==> src/rtl/mul_nnbit_shift_ctrl_if.sv <==
// Operand, core-control and result signals between dispatch, controller and multiplier core.
// The slave modport is the controller's view; the master modport is the surrounding environment.
interface mul_nnbit_shift_ctrl_if #(
  parameter int DATA_WIDTH = 8
);
  logic                      i_valid;
  logic                      o_ready;
  logic [DATA_WIDTH-1:0]     i_num_x;
  logic [DATA_WIDTH-1:0]     i_num_y;
  logic                      o_mul_rst_n;
  logic [DATA_WIDTH-1:0]     o_mul_num_x;
  logic [DATA_WIDTH-1:0]     o_mul_num_y;
  logic                      i_mul_end;
  logic [2*DATA_WIDTH-1:0]   i_mul_res;
  logic                      o_valid;
  logic                      i_ready;
  logic [2*DATA_WIDTH-1:0]   o_res;
  logic                      o_err;
  logic                      o_busy;

  modport slave (
    input  i_valid, i_num_x, i_num_y, i_mul_end, i_mul_res, i_ready,
    output o_ready, o_mul_rst_n, o_mul_num_x, o_mul_num_y, o_valid, o_res, o_err, o_busy
  );

  modport master (
    output i_valid, i_num_x, i_num_y, i_mul_end, i_mul_res, i_ready,
    input  o_ready, o_mul_rst_n, o_mul_num_x, o_mul_num_y, o_valid, o_res, o_err, o_busy
  );
endinterface

==> src/rtl/mul_nnbit_shift_ctrl.sv <==
// Valid/ready front end that loads operands into the shift multiplier core and returns its product.
// Latency: o_valid DATA_WIDTH+3 cycles after the input handshake for a nominal core.
// Backpressure: holds the result in DONE while i_ready=0; accepts new operands only in IDLE.
module mul_nnbit_shift_ctrl #(
  parameter int DATA_WIDTH = 8,
  parameter int TIMEOUT    = 2*DATA_WIDTH
) (
  input  logic                    i_clk,
  input  logic                    i_rst_n,
  mul_nnbit_shift_ctrl_if.slave   bus
);
  localparam int CW = $clog2(TIMEOUT + 1);

  typedef enum logic [1:0] {IDLE, LOAD, RUN, DONE} state_t;

  state_t                  state;
  logic [CW-1:0]           cnt;
  logic [DATA_WIDTH-1:0]   x_q;
  logic [DATA_WIDTH-1:0]   y_q;
  logic [2*DATA_WIDTH-1:0] res_q;
  logic                    valid_q;
  logic                    err_q;
  logic                    mul_rst_n_q;

  always_ff @(posedge i_clk) begin
    if (!i_rst_n) begin
      state       <= IDLE;
      cnt         <= '0;
      x_q         <= '0;
      y_q         <= '0;
      res_q       <= '0;
      valid_q     <= 1'b0;
      err_q       <= 1'b0;
      mul_rst_n_q <= 1'b0;
    end else begin
      case (state)
        IDLE: begin
          if (bus.i_valid) begin
            x_q   <= bus.i_num_x;
            y_q   <= bus.i_num_y;
            cnt   <= '0;
            state <= LOAD;
          end
        end
        LOAD: begin
          // Core has sampled the operands under reset; release it for the run.
          mul_rst_n_q <= 1'b1;
          state       <= RUN;
        end
        RUN: begin
          cnt <= cnt + 1'b1;
          if (bus.i_mul_end) begin
            res_q       <= bus.i_mul_res;
            err_q       <= 1'b0;
            valid_q     <= 1'b1;
            mul_rst_n_q <= 1'b0;
            state       <= DONE;
          end else if (cnt == CW'(TIMEOUT - 1)) begin
            res_q       <= '0;
            err_q       <= 1'b1;
            valid_q     <= 1'b1;
            mul_rst_n_q <= 1'b0;
            state       <= DONE;
          end
        end
        DONE: begin
          if (bus.i_ready) begin
            valid_q <= 1'b0;
            err_q   <= 1'b0;
            state   <= IDLE;
          end
        end
        default: state <= IDLE;
      endcase
    end
  end

  assign bus.o_ready     = (state == IDLE);
  assign bus.o_busy      = (state != IDLE);
  assign bus.o_mul_rst_n = mul_rst_n_q;
  assign bus.o_mul_num_x = x_q;
  assign bus.o_mul_num_y = y_q;
  assign bus.o_valid     = valid_q;
  assign bus.o_res       = res_q;
  assign bus.o_err       = err_q;
endmodule

==> src/flat_wrapper.sv <==
// flat-port wrapper written by rule: the top's interface ports become plain ports
module mul_nnbit_shift_ctrl_flat 
#(
  parameter int DATA_WIDTH = 8,
  parameter int TIMEOUT    = 2*DATA_WIDTH
)
  (i_clk, i_rst_n, bus_i_valid, bus_i_num_x, bus_i_num_y, bus_i_mul_end, bus_i_mul_res, bus_i_ready, bus_o_ready, bus_o_mul_rst_n, bus_o_mul_num_x, bus_o_mul_num_y, bus_o_valid, bus_o_res, bus_o_err, bus_o_busy);
  mul_nnbit_shift_ctrl_if #(.DATA_WIDTH(DATA_WIDTH)) bus_i ();
  input  logic i_clk;
  input  logic i_rst_n;
  input wire logic [$bits(bus_i.i_valid)-1:0] bus_i_valid;
  input wire logic [$bits(bus_i.i_num_x)-1:0] bus_i_num_x;
  input wire logic [$bits(bus_i.i_num_y)-1:0] bus_i_num_y;
  input wire logic [$bits(bus_i.i_mul_end)-1:0] bus_i_mul_end;
  input wire logic [$bits(bus_i.i_mul_res)-1:0] bus_i_mul_res;
  input wire logic [$bits(bus_i.i_ready)-1:0] bus_i_ready;
  output wire logic [$bits(bus_i.o_ready)-1:0] bus_o_ready;
  output wire logic [$bits(bus_i.o_mul_rst_n)-1:0] bus_o_mul_rst_n;
  output wire logic [$bits(bus_i.o_mul_num_x)-1:0] bus_o_mul_num_x;
  output wire logic [$bits(bus_i.o_mul_num_y)-1:0] bus_o_mul_num_y;
  output wire logic [$bits(bus_i.o_valid)-1:0] bus_o_valid;
  output wire logic [$bits(bus_i.o_res)-1:0] bus_o_res;
  output wire logic [$bits(bus_i.o_err)-1:0] bus_o_err;
  output wire logic [$bits(bus_i.o_busy)-1:0] bus_o_busy;
  assign bus_i.i_valid = bus_i_valid;
  assign bus_i.i_num_x = bus_i_num_x;
  assign bus_i.i_num_y = bus_i_num_y;
  assign bus_i.i_mul_end = bus_i_mul_end;
  assign bus_i.i_mul_res = bus_i_mul_res;
  assign bus_i.i_ready = bus_i_ready;
  assign bus_o_ready = bus_i.o_ready;
  assign bus_o_mul_rst_n = bus_i.o_mul_rst_n;
  assign bus_o_mul_num_x = bus_i.o_mul_num_x;
  assign bus_o_mul_num_y = bus_i.o_mul_num_y;
  assign bus_o_valid = bus_i.o_valid;
  assign bus_o_res = bus_i.o_res;
  assign bus_o_err = bus_i.o_err;
  assign bus_o_busy = bus_i.o_busy;
  mul_nnbit_shift_ctrl #(.DATA_WIDTH(DATA_WIDTH), .TIMEOUT(TIMEOUT)) u_core (.i_clk(i_clk), .i_rst_n(i_rst_n), .bus(bus_i));
endmodule
==> config.mk <==
export PLATFORM = sky130hd
export DESIGN_NAME = mul_nnbit_shift_ctrl_flat
export DESIGN_NICKNAME = d
export VERILOG_FILES = /design/src/rtl/mul_nnbit_shift_ctrl_if.sv /design/src/rtl/mul_nnbit_shift_ctrl.sv /design/src/flat_wrapper.sv
export SDC_FILE = /design/constraint.sdc
export NUM_CORES = 1
export LEC_CHECK = 0
export CAP_MARGIN = 20
export CORE_MARGIN = 8
export CORE_UTILIZATION = 29
export DETAILED_ROUTE_END_ITERATION = 10
export PLACE_DENSITY_LB_ADDON = 0.2
export SLEW_MARGIN = 20
export SYNTH_ARGS = -nofsm -noshare
export SYNTH_HDL_FRONTEND = slang
export SYNTH_SLANG_ARGS = --single-unit
==> constraint.sdc <==
create_clock -name i_clk -period 1.9 [get_ports i_clk]
set_input_delay 0.38 -clock i_clk [delete_from_list [all_inputs] [get_ports i_clk]]
set_output_delay 0.38 -clock i_clk [all_outputs]
set_load 0.005 [all_outputs]
==> impl_metrics.csv, run 1 <==
group,metric,value,unit
outcome,status,"finished clean",
sta,fin_ws,0.09593,ns
worst_setup_path,worstPathArrival,1.42,ns
global_routing,grt_max_degree,26,
clock_network,clkSinkCount,42,
synthesis,async_reset_ff_share,0,%
route,vias,1538,
final_layout,fin_util,46.65,%
clock_network,htreeDepth,2,
worst_setup_path,crit_fanout,4,
synthesis,netlist_instances,191,
floorplanning,fp.coreArea,5507,um2
route,drc_errors,0,
sta,period_minus_slack,1.804,ns
global_routing,grt_pass1_wl,7458,um
global_routing,antenna_found_initial,0,
power_and_ir_drop,ir_drop,404.5,uV
global_routing,overflow,0,
worst_setup_path,worstSetupPathType,"flip-flop to output port",
sta,maxSlewHeadroom,60.87,%
floorplanning,die_area,8339,um2
worst_setup_path,crit_path_end_kind,"output port",
synthesis,syn_area_per_cell,8.614,um2
final_layout,diodes,0,
hold_path,holdCritPathClass,"flip-flop to flip-flop",
route,drt_iter0_markers,66,
synthesis,netlist_top_cells_count,"dfxtp_1, nand2_1, nor2_1",
floorplanning,ios,74,
synthesis,yosys_warnings,0,
clock_network,cts_tree,"yes",
clock_network,clockBufferDepth,2,
sta,tightest_slew,0.5870,ns
sta,fmax,554.3,MHz
placed_design,gp_congestion,0.7078,
sta,clock_skew,0.008333,ns
synthesis,ys_seq_area_share,51.10,%
worst_setup_path,required,1.52,ns
sta,rsz0062_at_grt,"no",
worst_setup_path,critical_path.cell_chain,"inv_1, ha_2, clkdlybuf4s50_1",
route,ant_nets,0,
placed_design,post-place-ws,0.03730,ns
run,cap_violations,0,
floorplanning,die_y,91.32,um
global_routing,grt_pass1_vias,1553,
synthesis,syn_nets,233,
final_layout,finalNetCount,309,
worst_setup_path,cpPeakStageDelay,0.51,ns
synthesis,synth.distinct_cells,28,
sta,setup_violations,0,
synthesis,synth_flop_cell,"dfxtp_1",
global_routing,grt_usage,10.68,%
floorplanning,die_x,91.32,um
sta,setup_tns,0,ns
sta,slew_violations,0,
synthesis,synth_top_area_share,51.10,%
route,vias_per_cell,4.524,
floorplanning,fp-row-count,27,
clock_network,cts_made_buffers,5,
synthesis,synthTopCellsByArea,"dfxtp_1, nand2_1, a22oi_1",
route,drt-wirelength-per-cell,12.91,um
clock_network,cts_setup_buffers,0,
sta,hold_violations,0,
placed_design,place_hpwl,3137,um
clock_network,cts.clk_slew.worst_paths,0.08,ns
clock_network,cts_root_buffer,"clkbuf_8",
synthesis,yosysMostFrequentCell,"dfxtp_1",
power_and_ir_drop,power.leakage,0.9717,nW
synthesis,syn_area,1645,um2
synthesis,ys_ff_latch,42,
route,drt-pass1-iter-count,4,
clock_network,clk_latency,0.29,ns
floorplanning,start_util,29.88,%
synthesis,synth_edf_count,0,
worst_setup_path,startpoint_type,"flip-flop",
synthesis,synth_area_leader_cell,"dfxtp_1",
final_layout,layout-drive-gt1-share,7.090,%
worst_setup_path,path_delay_family,"buffers and inverters",
placed_design,port-buffer-count,73,
worst_setup_path,crit_slowest_cell,"clkdlybuf4s50_1",
route,drt-total-wl,4391,um
final_layout,area_growth,56.12,%
power_and_ir_drop,powerDensity,1045,nW/um2
sta,post-route-period-util,94.95,%
worst_setup_path,critPathBufInv,2,
-- final timing paths --
check	from	to	slack, ns	depth (start not counted)
worst max-delay path	u_core.state[0]	bus_o_ready	0.1	3
worst min-delay path	u_core.bus.o_mul_num_y[7]	u_core.bus.o_mul_num_y[7]	0.45	2
worst max register to register	u_core.cnt[0]	u_core.state[1]	0.18	6
worst min register to register	u_core.bus.o_mul_num_y[7]	u_core.bus.o_mul_num_y[7]	0.45	2
-- flip-flops by register name, summed over array words and instances, names as in the netlist --
register                count
u_core.bus.o_valid          1
u_core.bus.o_mul_num_y      8
u_core.cnt                  5
u_core.bus.o_mul_num_x      8
u_core.state                2
u_core.bus.o_mul_rst_n      1
u_core.bus.o_res           16
u_core.bus.o_err            1
-- area by class of cell --
type	instances	area (um2)
Clock buffer	7	86.33
Inverter	8	30.03
Tap cell	72	90.09
Multi-Input combinational cell	130	728.2
Fill cell	535	2938
Sequential cell	42	843.3
Clock inverter	1	5.005
Timing Repair Buffer	80	785.8
-- worst register-to-register path, delay by kind of cell, from the launching register on --
family | cells | cell delay, ns
adder cells (fa/ha/maj) | 2 | 0.46
flip-flops | 1 | 0.38
AO/OA/AOI/OAI | 1 | 0.33
AND/OR/NAND/NOR | 2 | 0.25
multiplexers | 1 | 0.22
-- power breakdown --
part	switching (W)	internal (W)	leakage (nW)	total [W]
clock	0.000293	0.000293	0.0482	0.000586
combinational	0.000472	0.000536	0.581	0.00101
sequential	0.0000751	0.00102	0.343	0.00109
total	0.000840	0.00185	0.972	0.00269
-- cells by family (layout without fill, tap and decap cells) --
family,count (synthesis),after routing,share of synthesized area [%]
AND/OR/NAND/NOR,73,73,19.01
AO/OA/AOI/OAI,50,50,19.70
flip-flops,42,42,51.10
buffers and inverters,19,96,5.171
adder cells (fa/ha/maj),5,5,3.802
multiplexers,2,2,1.217
-- per-stage QoR --
step | instances | area, um2 | power (W) | hold WS [ns]
after floorplan | 191 | 1645 | 0.001626 | 0.4527
after global placement | 332 | 2464 | 0.002115 | 0.4424
after detailed placement | 332 | 2464 | 0.002109 | 0.4470
after CTS | 340 | 2557 | 0.002719 | 0.4575
after global routing | 340 | 2569 | 0.002901 | 0.4737
final | 340 | 2569 | 0.002685 | 0.4546
-- repair_timing --
item | 4_1_cts | 5_1_grt
endpoints found under the setup margin | 1 | 2
gates resized for setup | 1 | 4
hold buffers | 0 | 0
-- cells in the final DEF (no fill, tap or decap), types with 3 or more instances in the layout --
cell type,netlist,layout
buf_4,0,7
inv_1,8,8
clkdlybuf4s50_1,0,72
dfxtp_1,42,40
a22oi_1,17,17
nor2b_1,3,3
nand3_1,3,3
nor2_1,22,22
o21ai_0,3,3
ha_1,5,4
nand2_1,39,39
clkbuf_8,0,6
a21oi_1,20,20
-- routing by layer --
| metal | global-route usage, % | vias up | wire (um) |
|---|---|---|---|
| met5 | 0 | - | 0 |
| li1 | - | 803 | - |
| met2 | 15.24 | 65 | 1732 |
| met4 | 2.865 | 0 | 17 |
| met3 | 6.337 | 2 | 476 |
| met1 | 13.25 | 668 | 2165 |
(Power assumes the default switching activity.)
==> run 2: changes to the inputs <==
CORE_ASPECT_RATIO = 0.8   (was default)
==> impl_metrics.csv, run 2 (synthesized netlist as in run 1, its figures left out) <==
group,metric,value,unit
sta,clock_skew,0.005297,ns
final_layout,area_growth,59.70,%
sta,hold_violations,0,
worst_setup_path,cpPeakStageDelay,0.51,ns
route,drt-pass1-iter-count,4,
global_routing,grt_max_degree,24,
global_routing,overflow,0,
worst_setup_path,rrSetupSlack,0.19,ns
worst_setup_path,crit_fanout,4,
final_layout,final_cell_mix,"clkdlybuf4s50_1, dfxtp_1, nand2_1",
power_and_ir_drop,powerDensity,1077,nW/um2
clock_network,cts_setup_buffers,0,
floorplanning,ios,74,
run,cap_violations,0,
clock_network,clk_latency,0.29,ns
global_routing,grt_pass1_vias,1540,
final_layout,diodes,0,
clock_network,htreeDepth,2,
route,drc_errors,0,
clock_network,cts_hold_buffers,0,
worst_setup_path,worstSetupPathType,"flip-flop to output port",
final_layout,fin_util,48.08,%
global_routing,grt_usage,11.37,%
outcome,status,"finished clean",
route,vias_per_cell,4.434,
placed_design,place_hpwl,3314,um
clock_network,clkSinkCount,42,
placed_design,post-place-ws,-0.01806,ns
sta,rsz0062_at_grt,"no",
clock_network,cts_tree,"yes",
sta,fin_ws,0.1081,ns
power_and_ir_drop,power.leakage,0.9874,nW
worst_setup_path,critical_path.cell_chain,"inv_1, ha_2, clkdlybuf4s50_1",
route,vias,1543,
clock_network,cts_made_buffers,5,
floorplanning,die_x,100.2,um
worst_setup_path,crit_slowest_cell,"clkdlybuf4s50_1",
worst_setup_path,required,1.52,ns
final_layout,finalNetCount,311,
hold_path,holdCritPathClass,"flip-flop to flip-flop",
sta,post-route-period-util,94.31,%
floorplanning,die_area,8355,um2
power_and_ir_drop,ir_drop,367.5,uV
route,drt-total-wl,4603,um
clock_network,cts.clk_slew.worst_paths,0.08,ns
sta,maxSlewHeadroom,58.29,%
clock_network,cts_root_buffer,"clkbuf_8",
sta,fmax,558.1,MHz
worst_setup_path,worstPathArrival,1.41,ns
final_layout,layout-drive-gt1-share,8.148,%
floorplanning,die_y,83.37,um
worst_setup_path,critPathBufInv,2,
floorplanning,fp.coreArea,5465,um2
route,drt-wirelength-per-cell,13.23,um
worst_setup_path,path_delay_family,"buffers and inverters",
worst_setup_path,crit_path_end_kind,"output port",
global_routing,grt_pass1_wl,7803,um
sta,setup_violations,0,
final_layout,final_common_cell,"clkdlybuf4s50_1",
worst_setup_path,startpoint_type,"flip-flop",
sta,period_minus_slack,1.792,ns
floorplanning,fp-row-count,24,
placed_design,port-buffer-count,73,
route,ant_nets,0,
placed_design,gp_congestion,0.7420,
floorplanning,start_util,30.11,%
route,drt_iter0_markers,69,
sta,slew_violations,0,
sta,tightest_slew,0.6256,ns
global_routing,antenna_found_initial,0,
clock_network,clockBufferDepth,2,
final_layout,largest_register_ffs,16,
==> run 2: what timing repair did <==
action | in CTS | in global routing
endpoints found under the hold margin | 0 | 0
resized for setup | 2 | 5
endpoints found under the setup margin | 1 | 3
==> run 2: final timing paths <==
| kind | to | start | cells after the start |
|---|---|---|---|
| max | bus_o_ready | u_core.state[1] | 3 |
| min | u_core.bus.o_mul_num_x[1] | u_core.bus.o_mul_num_x[1] | 2 |
| max reg2reg | u_core.state[1] | u_core.cnt[0] | 6 |
| min reg2reg | u_core.bus.o_mul_num_x[1] | u_core.bus.o_mul_num_x[1] | 2 |
==> run 2: per-layer routing <==
layer  up-vias  global-route usage [%]  part of all wire (%)
li1        804                       -                     -
met1       675                   14.75                    47
met2        59                   15.90                    41
met3         5                   6.000                    11
met4         0                   2.877                  0.74
met5         -                       0                     0
==> run 2: metrics by stage <==
| stage | total power (W) | setup TNS (ns) | hold WS, ns | cells | instance area, um2 |
|---|---|---|---|---|---|
| global route | 0.003078 | 0 | 0.4728 | 348 | 2628 |
| detailed placement | 0.002158 | -0.03489 | 0.4459 | 340 | 2499 |
| CTS | 0.002880 | 0 | 0.4578 | 348 | 2613 |
| global placement | 0.002147 | 0 | 0.4417 | 340 | 2499 |
| floorplan | 0.001626 | 0 | 0.4527 | 191 | 1645 |
| finish | 0.002830 | 0 | 0.4550 | 348 | 2628 |
==> run 2: worst register-to-register path, delay by kind of cell, from the launching register on <==
| kind | cells | cell delay (ns) |
|---|---|---|
| simple gates | 2 | 0.24 |
| fa+ha+maj | 2 | 0.43 |
| flops | 1 | 0.37 |
| compound gates | 1 | 0.35 |
| mux | 1 | 0.24 |
==> run 2: area by class of cell <==
cell class | count | area, um2
repair buffers | 82 | 813.3
inverters | 8 | 30.03
flip-flops and latches | 42 | 845.8
fillers | 558 | 2838
multi-input cells | 130 | 730.7
clock inverters | 2 | 37.54
well taps | 78 | 97.59
clock buffers | 6 | 72.57
==> run 2: power by group <==
part | leakage, nW | switching, W | internal (W) | total (W)
sequential | 0.343 | 0.0000742 | 0.00102 | 0.00109
combinational | 0.593 | 0.000482 | 0.000559 | 0.00104
clock | 0.0514 | 0.000303 | 0.000392 | 0.000695
==> run 3: changes to the inputs <==
RECOVER_POWER = 50   (was default)
==> impl_metrics.csv, run 3 (synthesized netlist as in run 1, its figures left out) <==
group,metric,value,unit
outcome,status,"finished clean",
placed_design,place_hpwl,3314,um
worst_setup_path,worstSetupPathType,"flip-flop to output port",
global_routing,grt_usage,11.37,%
placed_design,gp_congestion,0.7420,
final_layout,final_area,2624,um2
clock_network,clockBufferDepth,2,
clock_network,cts_hold_buffers,0,
worst_setup_path,worstPathArrival,1.41,ns
final_layout,largest_register_ffs,16,
sta,rsz0062_at_grt,"no",
final_layout,final_common_cell,"clkdlybuf4s50_1",
global_routing,grt_pass1_wl,7803,um
floorplanning,ios,74,
power_and_ir_drop,p_sw_share,30.63,%
route,vias_per_cell,4.434,
power_and_ir_drop,pwr-share-seq,39.0,%
final_layout,final_cell_mix,"clkdlybuf4s50_1, dfxtp_1, nand2_1",
route,drt-total-wl,4600,um
power_and_ir_drop,p_comb_share,36.1,%
clock_network,htreeDepth,2,
sta,maxSlewHeadroom,58.21,%
placed_design,port-buffer-count,73,
sta,clock_skew,0.005301,ns
route,drt_iter0_markers,69,
route,drt-pass1-iter-count,4,
sta,setup_tns,0,ns
power_and_ir_drop,power.leakage,1.052,nW
floorplanning,die_y,83.37,um
global_routing,grt_pass1_vias,1540,
run,cap_violations,0,
route,ant_nets,0,
placed_design,dpl-instance-area,2499,um2
global_routing,overflow,0,
power_and_ir_drop,p_sw,0.0008550,W
clock_network,cts_setup_buffers,0,
final_layout,layout-drive-gt1-share,7.778,%
power_and_ir_drop,internal-power,0.001936,W
sta,post-route-period-util,94.45,%
global_routing,antenna_found_initial,0,
floorplanning,fp-row-count,24,
sta,period_minus_slack,1.795,ns
worst_setup_path,startpoint_type,"flip-flop",
power_and_ir_drop,powerDensity,1064,nW/um2
clock_network,clk_latency,0.29,ns
clock_network,cts_root_buffer,"clkbuf_8",
worst_setup_path,crit_fanout,4,
clock_network,cts.clk_slew.worst_paths,0.08,ns
power_and_ir_drop,clockPowerShare,24.9,%
worst_setup_path,crit_path_end_kind,"output port",
final_layout,area_growth,59.47,%
sta,fmax,557.2,MHz
sta,tightest_slew,0.6268,ns
hold_path,holdCritPathClass,"flip-flop to flip-flop",
floorplanning,start_util,30.11,%
route,drc_errors,0,
route,vias,1543,
floorplanning,die_area,8355,um2
sta,hold_violations,0,
route,drt-wirelength-per-cell,13.22,um
sta,setup_violations,0,
global_routing,grt_max_degree,24,
final_layout,diodes,0,
floorplanning,fp.coreArea,5465,um2
worst_setup_path,required,1.52,ns
clock_network,cts_resized,2,
sta,slew_violations,0,
clock_network,clkSinkCount,42,
power_and_ir_drop,ir_drop,362.2,uV
clock_network,cts_made_buffers,5,
final_layout,finalNetCount,311,
clock_network,cts_tree,"yes",
floorplanning,die_x,100.2,um
run 3: critical path, cell delays in order (launching register included):
cell             delay (ns)
dfxtp_1                0.33
inv_1                  0.08
ha_2                   0.22
clkdlybuf4s50_1        0.51
run 3: routing by layer:
| layer | GRT usage, % | wire (um) | part of all wire (%) |
|---|---|---|---|
| met5 | 0 | 0 | 0 |
| met4 | 2.877 | 34 | 0.74 |
| met3 | 6.000 | 495 | 11 |
| met2 | 15.90 | 1900 | 41 |
| met1 | 14.75 | 2170 | 47 |
run 3: final cells by class:
class | instances | area [um2]
fill | 560 | 2841
sequential | 42 | 844.6
timing repair buffer | 82 | 810.8
multi-input combinational | 130 | 730.7
tap | 78 | 97.59
clock buffer | 6 | 72.57
clock inverter | 2 | 37.54
inverter | 8 | 30.03
run 3: path summary, 6_finish.rpt:
check	to	cells past startpoint	slack (ns)	startpoint
worst min register to register	u_core.bus.o_mul_num_x[1]	2	0.45	u_core.bus.o_mul_num_x[1]
worst max register to register	u_core.state[1]	6	0.19	u_core.cnt[0]
worst max-delay path	bus_o_ready	3	0.11	u_core.state[0]
worst min-delay path	u_core.bus.o_mul_num_x[1]	2	0.45	u_core.bus.o_mul_num_x[1]
run 3: power by group through the flow:
stage	sequential [W]	combinational, W	clock, W
floorplan	0.00111	0.000516	0
global placement	0.00110	0.00104	0
detailed placement	0.00111	0.00105	0
CTS	0.00109	0.00106	0.000729
global route	0.00111	0.00115	0.000780
finish	0.00109	0.00101	0.000695
run 3: per-stage QoR:
stage          std cells  hold WS, ns  setup WS [ns]  power [W]  utilization, %
6_report             348       0.4516         0.1054   0.002791           48.01
5_1_grt              348       0.4699        0.01399   0.003040           48.01
3_3_place_gp         340       0.4417        0.03199   0.002147           45.72
3_5_place_dp         340       0.4459       -0.01806   0.002158           45.72
4_1_cts              348       0.4578        0.01290   0.002880           47.80
2_1_floorplan        191       0.4527         0.2212   0.001626               -
